==> config.mk <==
export PLATFORM = sky130hd
export DESIGN_NAME = bus_router_flat
export DESIGN_NICKNAME = d
export VERILOG_FILES = /design/src/rtl/bus_router_if.sv /design/src/rtl/bus_router.sv /design/src/flat_wrapper.sv
export SDC_FILE = /design/constraint.sdc
export NUM_CORES = 1
export LEC_CHECK = 0
export ABC_AREA = 1
export CORE_AREA = 3 3 236 238
export DETAILED_ROUTE_END_ITERATION = 10
export DIE_AREA = 0 0 239 241
export GPL_TIMING_DRIVEN = 0
export HOLD_SLACK_MARGIN = 0.02
export SLEW_MARGIN = 20
export SYNTH_ARGS = -nofsm -noshare
export SYNTH_HDL_FRONTEND = slang
export SYNTH_SLANG_ARGS = --single-unit
export TNS_END_PERCENT = 1
==> constraint.sdc <==
create_clock -name clk -period 3.3 [get_ports clk]
set_input_delay 0.66 -clock clk [delete_from_list [all_inputs] [get_ports clk]]
set_output_delay 0.66 -clock clk [all_outputs]
set_load 0.01 [all_outputs]
==> src/rtl/bus_router_if.sv <==
// Bus bundle for bus_router: Wishbone host port, per-bank core channels, per-bank memory ports.
// Latency: none, signal container only.
// Backpressure: Wishbone classic; a request is held until the matching ack/err arrives.
interface bus_router_if #(
   parameter int NUM_BANKS  = 2,
   parameter int ADDR_WIDTH = 32,
   parameter int DATA_WIDTH = 32
) ();
   // host port
   logic                             host_cyc_i;
   logic                             host_stb_i;
   logic                             host_we_i;
   logic [ADDR_WIDTH-1:0]            host_addr_i;
   logic [DATA_WIDTH-1:0]            host_data_i;
   logic [DATA_WIDTH-1:0]            host_data_o;
   logic                             host_ack_o;
   logic                             host_err_o;
   // core channels, channel k at slice k
   logic [NUM_BANKS-1:0]             core_cyc_i;
   logic [NUM_BANKS-1:0]             core_stb_i;
   logic [NUM_BANKS-1:0]             core_we_i;
   logic [NUM_BANKS*ADDR_WIDTH-1:0]  core_addr_i;
   logic [NUM_BANKS*DATA_WIDTH-1:0]  core_data_i;
   logic [NUM_BANKS*DATA_WIDTH-1:0]  core_data_o;
   logic [NUM_BANKS-1:0]             core_ack_o;
   // memory banks, bank k at slice k
   logic [NUM_BANKS-1:0]             mem_cyc_o;
   logic [NUM_BANKS-1:0]             mem_stb_o;
   logic [NUM_BANKS-1:0]             mem_we_o;
   logic [NUM_BANKS*ADDR_WIDTH-1:0]  mem_addr_o;
   logic [NUM_BANKS*DATA_WIDTH-1:0]  mem_data_o;
   logic [NUM_BANKS*DATA_WIDTH-1:0]  mem_data_i;
   logic [NUM_BANKS-1:0]             mem_ack_i;

   // router side
   modport slave (
      input  host_cyc_i, host_stb_i, host_we_i, host_addr_i, host_data_i,
      output host_data_o, host_ack_o, host_err_o,
      input  core_cyc_i, core_stb_i, core_we_i, core_addr_i, core_data_i,
      output core_data_o, core_ack_o,
      output mem_cyc_o, mem_stb_o, mem_we_o, mem_addr_o, mem_data_o,
      input  mem_data_i, mem_ack_i
   );

   // environment side (host, cores, memories)
   modport master (
      output host_cyc_i, host_stb_i, host_we_i, host_addr_i, host_data_i,
      input  host_data_o, host_ack_o, host_err_o,
      output core_cyc_i, core_stb_i, core_we_i, core_addr_i, core_data_i,
      input  core_data_o, core_ack_o,
      input  mem_cyc_o, mem_stb_o, mem_we_o, mem_addr_o, mem_data_o,
      output mem_data_i, mem_ack_i
   );
endinterface

==> src/rtl/bus_router.sv <==
// Routes memory banks to either the core channels (combinational pass-through) or a single Wishbone host.
// Latency: host request accepted in N, mem_stb in N+1, mem ack in M gives host ack/err in M+1; core path 0 cycles.
// Backpressure: host waits on the bank ack up to TIMEOUT_CYCLES, then gets err; core channels see memory ack directly.
module bus_router #(
   parameter int NUM_BANKS      = 2,
   parameter int ADDR_WIDTH     = 32,
   parameter int DATA_WIDTH     = 32,
   parameter int TIMEOUT_CYCLES = 255
) (
   input  logic                  clk,
   input  logic                  rst_n,
   input  logic                  host_sel_i,
   bus_router_if.slave           bus,
   input  logic [ADDR_WIDTH-1:0] end_position_i,
   input  logic [ADDR_WIDTH-1:0] match_mask_i,
   input  logic                  clear_finish_i,
   output logic                  finish_o,
   output logic [31:0]           core_access_count_o
);

   localparam int SEL_W = (NUM_BANKS > 1) ? $clog2(NUM_BANKS) : 1;

   typedef enum logic [1:0] {IDLE, REQ, RESP} state_t;

   state_t                state_q, state_d;
   logic                  owner_q;
   logic                  err_q, err_d;
   logic                  accept;
   logic [ADDR_WIDTH-1:0] addr_q;
   logic [DATA_WIDTH-1:0] wdata_q;
   logic [DATA_WIDTH-1:0] rdata_q;
   logic                  we_q;
   logic [SEL_W-1:0]      bank_q;
   logic [SEL_W-1:0]      host_bank;
   logic                  bank_ok;
   logic [15:0]           tmo_q;
   logic                  host_req;
   logic                  mem_ack_sel;
   logic                  timeout_hit;
   logic [NUM_BANKS-1:0]  core_ack;
   logic                  finish_hit;
   logic [3:0]            ack_cnt;
   logic [32:0]           cnt_sum;

   // Decode host bank from the top address bits; a single bank always decodes to 0.
   always_comb begin
      host_bank = '0;
      if (NUM_BANKS > 1) host_bank = bus.host_addr_i[ADDR_WIDTH-1 -: SEL_W];
   end

   assign bank_ok     = ({1'b0, host_bank} < (SEL_W+1)'(NUM_BANKS));
   assign host_req    = bus.host_cyc_i & bus.host_stb_i;
   assign mem_ack_sel = bus.mem_ack_i[bank_q];
   assign timeout_hit = (tmo_q == 16'(TIMEOUT_CYCLES - 1));

   // Host FSM next state: an ack on the last wait cycle still counts as a normal completion.
   always_comb begin
      state_d = state_q;
      err_d   = err_q;
      accept  = 1'b0;
      case (state_q)
         IDLE: begin
            if (host_req) begin
               if (!owner_q && bank_ok) begin
                  state_d = REQ;
                  err_d   = 1'b0;
                  accept  = 1'b1;
               end else begin
                  state_d = RESP;
                  err_d   = 1'b1;
               end
            end
         end
         REQ: begin
            if (mem_ack_sel) begin
               state_d = RESP;
               err_d   = 1'b0;
            end else if (timeout_hit) begin
               state_d = RESP;
               err_d   = 1'b1;
            end
         end
         RESP:    state_d = IDLE;
         default: state_d = IDLE;
      endcase
   end

   // Host FSM state, request latches, wait counter and ownership; ownership only moves while idle.
   always_ff @(posedge clk or negedge rst_n) begin
      if (!rst_n) begin
         state_q <= IDLE;
         err_q   <= 1'b0;
         owner_q <= 1'b0;
         addr_q  <= '0;
         wdata_q <= '0;
         rdata_q <= '0;
         we_q    <= 1'b0;
         bank_q  <= '0;
         tmo_q   <= '0;
      end else begin
         state_q <= state_d;
         err_q   <= err_d;
         if (state_q == IDLE) owner_q <= host_sel_i;
         if (accept) begin
            addr_q  <= bus.host_addr_i;
            wdata_q <= bus.host_data_i;
            we_q    <= bus.host_we_i;
            bank_q  <= host_bank;
            tmo_q   <= '0;
         end else if (state_q == REQ) begin
            tmo_q <= tmo_q + 16'd1;
         end
         if (state_q == REQ && mem_ack_sel && !we_q)
            rdata_q <= bus.mem_data_i[bank_q*DATA_WIDTH +: DATA_WIDTH];
      end
   end

   assign bus.host_ack_o  = (state_q == RESP) && !err_q;
   assign bus.host_err_o  = (state_q == RESP) &&  err_q;
   assign bus.host_data_o = rdata_q;

   // Bank muxing: core channels pass straight through when they own the banks, else only the latched host bank is driven.
   always_comb begin
      bus.mem_cyc_o   = '0;
      bus.mem_stb_o   = '0;
      bus.mem_we_o    = '0;
      bus.mem_addr_o  = '0;
      bus.mem_data_o  = '0;
      bus.core_data_o = '0;
      core_ack        = '0;
      for (int k = 0; k < NUM_BANKS; k++) begin
         if (owner_q) begin
            bus.mem_cyc_o[k] = bus.core_cyc_i[k];
            bus.mem_stb_o[k] = bus.core_stb_i[k];
            bus.mem_we_o[k]  = bus.core_we_i[k];
            bus.mem_addr_o[k*ADDR_WIDTH +: ADDR_WIDTH]  = bus.core_addr_i[k*ADDR_WIDTH +: ADDR_WIDTH];
            bus.mem_data_o[k*DATA_WIDTH +: DATA_WIDTH]  = bus.core_data_i[k*DATA_WIDTH +: DATA_WIDTH];
            bus.core_data_o[k*DATA_WIDTH +: DATA_WIDTH] = bus.mem_data_i[k*DATA_WIDTH +: DATA_WIDTH];
            core_ack[k] = bus.mem_ack_i[k];
         end else if (state_q == REQ && bank_q == SEL_W'(k)) begin
            bus.mem_cyc_o[k] = 1'b1;
            bus.mem_stb_o[k] = 1'b1;
            bus.mem_we_o[k]  = we_q;
            bus.mem_addr_o[k*ADDR_WIDTH +: ADDR_WIDTH] = addr_q;
            bus.mem_data_o[k*DATA_WIDTH +: DATA_WIDTH] = wdata_q;
         end
      end
   end

   assign bus.core_ack_o = core_ack;

   // Finish match on any active core channel, and per-cycle count of core acks.
   always_comb begin
      finish_hit = 1'b0;
      ack_cnt    = '0;
      for (int k = 0; k < NUM_BANKS; k++) begin
         if (owner_q && bus.core_cyc_i[k] && bus.core_stb_i[k] &&
             ((bus.core_addr_i[k*ADDR_WIDTH +: ADDR_WIDTH] & match_mask_i) == (end_position_i & match_mask_i)))
            finish_hit = 1'b1;
         ack_cnt = ack_cnt + 4'(core_ack[k]);
      end
      cnt_sum = {1'b0, core_access_count_o} + 33'(ack_cnt);
   end

   // Sticky finish flag and saturating access counter; clear wins over a same-cycle update.
   always_ff @(posedge clk or negedge rst_n) begin
      if (!rst_n) begin
         finish_o            <= 1'b0;
         core_access_count_o <= '0;
      end else if (clear_finish_i) begin
         finish_o            <= 1'b0;
         core_access_count_o <= '0;
      end else begin
         finish_o            <= finish_o | finish_hit;
         core_access_count_o <= cnt_sum[32] ? 32'hFFFF_FFFF : cnt_sum[31:0];
      end
   end

endmodule

==> src/flat_wrapper.sv <==
// flat-port wrapper written by rule: the top's interface ports become plain ports
module bus_router_flat 
#(
   parameter int NUM_BANKS      = 2,
   parameter int ADDR_WIDTH     = 32,
   parameter int DATA_WIDTH     = 32,
   parameter int TIMEOUT_CYCLES = 255
)
  (clk, rst_n, host_sel_i, end_position_i, match_mask_i, clear_finish_i, finish_o, core_access_count_o, bus_host_cyc_i, bus_host_stb_i, bus_host_we_i, bus_host_addr_i, bus_host_data_i, bus_host_data_o, bus_host_ack_o, bus_host_err_o, bus_core_cyc_i, bus_core_stb_i, bus_core_we_i, bus_core_addr_i, bus_core_data_i, bus_core_data_o, bus_core_ack_o, bus_mem_cyc_o, bus_mem_stb_o, bus_mem_we_o, bus_mem_addr_o, bus_mem_data_o, bus_mem_data_i, bus_mem_ack_i);
  bus_router_if #(.NUM_BANKS(NUM_BANKS), .ADDR_WIDTH(ADDR_WIDTH), .DATA_WIDTH(DATA_WIDTH)) bus_i ();
  input  logic clk;
  input  logic rst_n;
  input  logic host_sel_i;
  input  logic [ADDR_WIDTH-1:0] end_position_i;
  input  logic [ADDR_WIDTH-1:0] match_mask_i;
  input  logic clear_finish_i;
  output logic finish_o;
  output logic [31:0] core_access_count_o;
  input wire logic [$bits(bus_i.host_cyc_i)-1:0] bus_host_cyc_i;
  input wire logic [$bits(bus_i.host_stb_i)-1:0] bus_host_stb_i;
  input wire logic [$bits(bus_i.host_we_i)-1:0] bus_host_we_i;
  input wire logic [$bits(bus_i.host_addr_i)-1:0] bus_host_addr_i;
  input wire logic [$bits(bus_i.host_data_i)-1:0] bus_host_data_i;
  output wire logic [$bits(bus_i.host_data_o)-1:0] bus_host_data_o;
  output wire logic [$bits(bus_i.host_ack_o)-1:0] bus_host_ack_o;
  output wire logic [$bits(bus_i.host_err_o)-1:0] bus_host_err_o;
  input wire logic [$bits(bus_i.core_cyc_i)-1:0] bus_core_cyc_i;
  input wire logic [$bits(bus_i.core_stb_i)-1:0] bus_core_stb_i;
  input wire logic [$bits(bus_i.core_we_i)-1:0] bus_core_we_i;
  input wire logic [$bits(bus_i.core_addr_i)-1:0] bus_core_addr_i;
  input wire logic [$bits(bus_i.core_data_i)-1:0] bus_core_data_i;
  output wire logic [$bits(bus_i.core_data_o)-1:0] bus_core_data_o;
  output wire logic [$bits(bus_i.core_ack_o)-1:0] bus_core_ack_o;
  output wire logic [$bits(bus_i.mem_cyc_o)-1:0] bus_mem_cyc_o;
  output wire logic [$bits(bus_i.mem_stb_o)-1:0] bus_mem_stb_o;
  output wire logic [$bits(bus_i.mem_we_o)-1:0] bus_mem_we_o;
  output wire logic [$bits(bus_i.mem_addr_o)-1:0] bus_mem_addr_o;
  output wire logic [$bits(bus_i.mem_data_o)-1:0] bus_mem_data_o;
  input wire logic [$bits(bus_i.mem_data_i)-1:0] bus_mem_data_i;
  input wire logic [$bits(bus_i.mem_ack_i)-1:0] bus_mem_ack_i;
  assign bus_i.host_cyc_i = bus_host_cyc_i;
  assign bus_i.host_stb_i = bus_host_stb_i;
  assign bus_i.host_we_i = bus_host_we_i;
  assign bus_i.host_addr_i = bus_host_addr_i;
  assign bus_i.host_data_i = bus_host_data_i;
  assign bus_host_data_o = bus_i.host_data_o;
  assign bus_host_ack_o = bus_i.host_ack_o;
  assign bus_host_err_o = bus_i.host_err_o;
  assign bus_i.core_cyc_i = bus_core_cyc_i;
  assign bus_i.core_stb_i = bus_core_stb_i;
  assign bus_i.core_we_i = bus_core_we_i;
  assign bus_i.core_addr_i = bus_core_addr_i;
  assign bus_i.core_data_i = bus_core_data_i;
  assign bus_core_data_o = bus_i.core_data_o;
  assign bus_core_ack_o = bus_i.core_ack_o;
  assign bus_mem_cyc_o = bus_i.mem_cyc_o;
  assign bus_mem_stb_o = bus_i.mem_stb_o;
  assign bus_mem_we_o = bus_i.mem_we_o;
  assign bus_mem_addr_o = bus_i.mem_addr_o;
  assign bus_mem_data_o = bus_i.mem_data_o;
  assign bus_i.mem_data_i = bus_mem_data_i;
  assign bus_i.mem_ack_i = bus_mem_ack_i;
  bus_router #(.NUM_BANKS(NUM_BANKS), .ADDR_WIDTH(ADDR_WIDTH), .DATA_WIDTH(DATA_WIDTH), .TIMEOUT_CYCLES(TIMEOUT_CYCLES)) u_core (.clk(clk), .rst_n(rst_n), .host_sel_i(host_sel_i), .bus(bus_i), .end_position_i(end_position_i), .match_mask_i(match_mask_i), .clear_finish_i(clear_finish_i), .finish_o(finish_o), .core_access_count_o(core_access_count_o));
endmodule
==> flow_results.org <==
** Outcome
- The flow ran to the end, and the final reports show no timing, DRC or antenna violations.

** Final layout
- The filler cells instantiated in the layout total 5780.
- Leading cell types in the layout, fill and taps excluded :: 563 x sky130_fd_sc_hd__clkdlybuf4s50_1, 471 x sky130_fd_sc_hd__nand2_1, 301 x sky130_fd_sc_hd__inv_1, 169 x sky130_fd_sc_hd__o21ai_0, 148 x sky130_fd_sc_hd__dfrtp_1
- Number of nets at the end of the flow :: 2589
- Layout cell share with drive strength beyond 1 :: 0.05086
- Leaving out fill and tap cells, the most frequent cell in the layout is sky130_fd_sc_hd__clkdlybuf4s50_1.
- For this run, the share of the core covered by cells in the final layout is 0.3369.
- Leaving out filler cells and counting taps, the final layout contains 2965.
- Area of all placed cells without fillers :: 0.01813 mm²
- Layout overhead on the synthesized area :: 76.69%

** Timing
- Hold Violations, Final :: 0
- Setup clock skew after layout :: 0.009100 ns
- Final hold slack :: 0.5343 ns
- The final max-slew violation count was 0.
- Final critical-path required period :: 3.237 ns
- Headroom to the max-slew limit came out at 0.5441.
- Final worst path period share :: 0.9810
- At the pin with the least slew margin, the transition time is slightly below 0.7 ns.
- Unrepaired setup endpoints after global routing :: yes
- Setup violations remaining at the end of the flow were counted as 0.
- Timing would allow up to roughly 300 MHz.

** Global routing
- The global routing stage identified its most utilized layer as met2.
- Fraction of met3 tracks used by global routing :: 0.06479
- For this run, the total global-route usage over all layers was measured as 0.2134.
- The number of global-route vias before repair is roughly 14000.
- Summed over all layers, the global routing overflow is 0.
- In the global route stage, met2 resource usage came out at 0.3593.
- The initial antenna violation count came to 18.
- Largest net degree at the start of global routing :: 65
- The first global-routing pass estimated 89710 µm of wire.
- Met1 Use GR :: 0.2526

** Run
- Number of maximum-capacitance constraint violations :: 0

** Power and ir drop
- Of the total power, registers draw 0.243.
- IR analysis of the VDD net gives a maximum drop of 0.0004555 V.
- Total power divided by cell area :: 641.7 mW/mm²
- Static Leakage :: 8.685 nW
- NetSw :: 5.064 mW
- Of the total power, the share spent switching nets is 0.4353.
- Of the total power, the clock network draws 0.183.
- Of the total power, combinational logic draws 0.574.
- Power Total :: 11.63 mW
- The internal power of the cells totals 6.568 mW.

** Clock network
- Clock-pin slew was measured on the worst setup and hold paths at 0.07 ns.
- TritonCTS built the clock tree.
- Total clock buffers created by CTS :: 17
- The later pin in the worst-skew pair is clocked with a latency of 0.49 ns.
- Sinks on Clock Net :: 150
- # H-tree levels :: 4
- Max Root-Sink Buffers :: 2
- The root buffer cell chosen for the clock tree is sky130_fd_sc_hd__clkbuf_16.

** Yosys
- After technology mapping, the gate count stands at 1623.
- Of all flip-flops after synthesis, the portion carrying an async set or reset was 1.000.
- Most used DFF post-synth :: sky130_fd_sc_hd__dfrtp_1
- Register bit count reported by yosys :: 150
- Synthesized area :: 0.01026 mm²
- Yosys mapped a number of flops with a built-in enable equal to 0.
- Share of Yosys cell area claimed by the top area cell type :: 0.3659
- Synth area leader :: sky130_fd_sc_hd__dfrtp_1
- For this run, the register share of the synthesized area comes to 0.3659.
- Each instance of the synthesized netlist takes up on average 6.322 µm².
- Net Count, Synth :: just under 2000
- Yosys mapped the design onto 37 distinct sky130hd cell types.
- Total number of yosys warnings :: 0
- Leading post-synthesis cells by cell area :: sky130_fd_sc_hd__dfrtp_1 37%, sky130_fd_sc_hd__nand2_1 17%, sky130_fd_sc_hd__inv_1 11%

** Placement
- HPWL Detailed :: ~52000 µm
- Number of I/O port buffers :: 601
- RD Place Congestion :: about 0.94
- Once placement finished, the instance area stood at between 0.015 and 0.02 mm².
- Placed cells :: 2922

** Drt
- Routed wirelength normalized by instance count :: around 21 µm
- Detailed-route DRC error count :: 0
- The final layout contains routed wiring with a total length of 63300 µm.
- Vias per inst :: 4.567
- The detail route stage leaves a number of antenna-violating nets equal to 0.
- TritonRoute pass-1 iters :: 6
- Across all layers, the routed design uses around 14000 vias.
- After the first detailed-routing iteration, the DRC count stood at 1027.

** Setup path
- Data arrival time of the worst path :: approximately 2.6 ns
- Data on the critical path is required at its endpoint by 2.64 ns.
- Of all nets on the critical path, the largest fanout is 10.
- Traced cell by cell, the critical path runs through inv_6 -> nand3_2 -> clkbuf_4 -> o21ai_0 -> clkdlybuf4s50_1.
- The setup path with the least slack is of type reg -> out.
- The worst setup path is launched from a flip-flop.
- The worst setup path is captured at a primary output.
- Longest individual stage delay on the worst path :: 0.63 ns
- The largest individual stage delay along the critical path comes from the cell sky130_fd_sc_hd__clkdlybuf4s50_1.

** Die
- Starting utilization of the core area :: 0.1907
- Core Rows :: 85
- Measured along the x axis, the die boundary spans approximately 240 µm.
- Ports placed on the boundary :: 602
- The floorplan step defined a core boundary enclosing roughly 0.054 mm².
- Area enclosed by the die boundary :: 0.05760 mm²
- Y dimension of the die :: 241 µm

** Min path
- Hold Path Class :: reg -> reg
-- power by group through the flow --
stage	clock network, mW	logic (mW)	registers (mW)
floorplan	0	2.60	2.83
global placement	0	6.60	2.79
detailed placement	0	6.63	2.81
CTS	2.20	6.75	2.83
global route	2.26	7.28	2.89
finish	2.12	6.68	2.83
-- metrics by stage --
stage / setup TNS [ns] / setup WS, ns
global route: -0.02185 / -0.005829
detailed placement: -80.72 / -1.079
CTS: -0.04829 / -0.02948
floorplan: 0 / 0.5039
finish: 0 / 0.06282
global placement: -858.90 / -5.258
-- synthesized netlist by cell type (5+ instances only) --
cell type,instances
sky130_fd_sc_hd__a21oi_1,19
sky130_fd_sc_hd__a31oi_1,38
sky130_fd_sc_hd__buf_2,14
sky130_fd_sc_hd__clkbuf_1,50
sky130_fd_sc_hd__dfrtp_1,150
sky130_fd_sc_hd__ha_1,5
sky130_fd_sc_hd__inv_1,303
sky130_fd_sc_hd__nand2_1,472
sky130_fd_sc_hd__nand3_1,118
sky130_fd_sc_hd__nand4_1,29
sky130_fd_sc_hd__nor2_1,122
sky130_fd_sc_hd__nor3_1,30
sky130_fd_sc_hd__o211ai_1,5
sky130_fd_sc_hd__o21ai_0,179
sky130_fd_sc_hd__o22ai_1,44
sky130_fd_sc_hd__xnor2_1,6
sky130_fd_sc_hd__xor2_1,7
-- cell type report --
| class | count | area [µm²] | share of cell area |
|---|---|---|---|
| clock inverters | 12 | 135.1 | 0.007454 |
| inverters | 306 | 1160 | 0.06398 |
| clock buffers | 20 | 466.7 | 0.02574 |
| flip-flops and latches | 150 | 3759 | 0.2073 |
| plain buffers | 68 | 392.9 | 0.02167 |
| multi-input cells | 1098 | 5169 | 0.2851 |
| diodes | 8 | 20.02 | 0.001104 |
| well taps | 696 | 870.8 | 0.04804 |
| repair buffers | 607 | 6156 | 0.3396 |
-- final timing paths --
check                                                           endpoint                   startpoint  cells after the start  slack (ns)
worst max-delay path                                   bus_mem_addr_o[8]    u_core.bank_q$_DFFE_PN0P_                      5        0.06
worst min-delay path                         u_core.tmo_q[4]$_DFFE_PN0P_  u_core.tmo_q[4]$_DFFE_PN0P_                      1        0.53
worst max register to register  u_core.core_access_count_o[30]$_DFF_PN0_   u_core.owner_q$_DFFE_PN0P_                     18        0.23
worst min register to register               u_core.tmo_q[4]$_DFFE_PN0P_  u_core.tmo_q[4]$_DFFE_PN0P_                      1        0.53
max in group asynchronous                     u_core.owner_q$_DFFE_PN0P_                        rst_n                      3        1.91
min in group asynchronous                  u_core.addr_q[30]$_DFFE_PN0P_                        rst_n                      2        0.68
-- state kept, by name, summed over array words and instances, names as in the netlist --
name,count
u_core.finish_o,1
u_core.tmo_q,16
u_core.core_access_count_o,32
u_core.bus.host_data_o,32
u_core.owner_q,1
u_core.state_q,2
u_core.bank_q,1
u_core.wdata_q,32
u_core.addr_q,31
u_core.we_q,1
u_core.err_q,1
-- logic make-up after synthesis --
| logic type | share of synthesized area |
|---|---|
| AO/OA/AOI/OAI | 0.1526 |
| XOR/XNOR | 0.01110 |
| adder cells (fa/ha/maj) | 0.008049 |
| buffers and inverters | 0.1404 |
| flip-flops | 0.3659 |
| AND/OR/NAND/NOR | 0.3221 |
-- repair_timing --
action / 4_1_cts / 5_1_grt
endpoints found under the hold margin: 1 / 0
gates resized for setup: 90 / 46
setup endpoints to repair: 232 / 63
hold buffers: 1 / 0
setup buffers: 0 / 3
pin swaps: 0 / 1
gates cloned: 0 / 0
-- metal layers --
layer	up-vias	share of wire
met1	6317	0.40
met3	121	0.083
li1	6421	-
met5	-	0.00049
met4	6	0.036
met2	675	0.48
-- critical path, delay by kind of cell (launching register included) --
kind,cells,cell delay [ns]
AO/OA/AOI/OAI,1,0.27
AND/OR/NAND/NOR,1,0.15
flip-flops,1,0.59
buffers and inverters,3,1.07
Note: power is estimated with default switching activity, not from simulation.
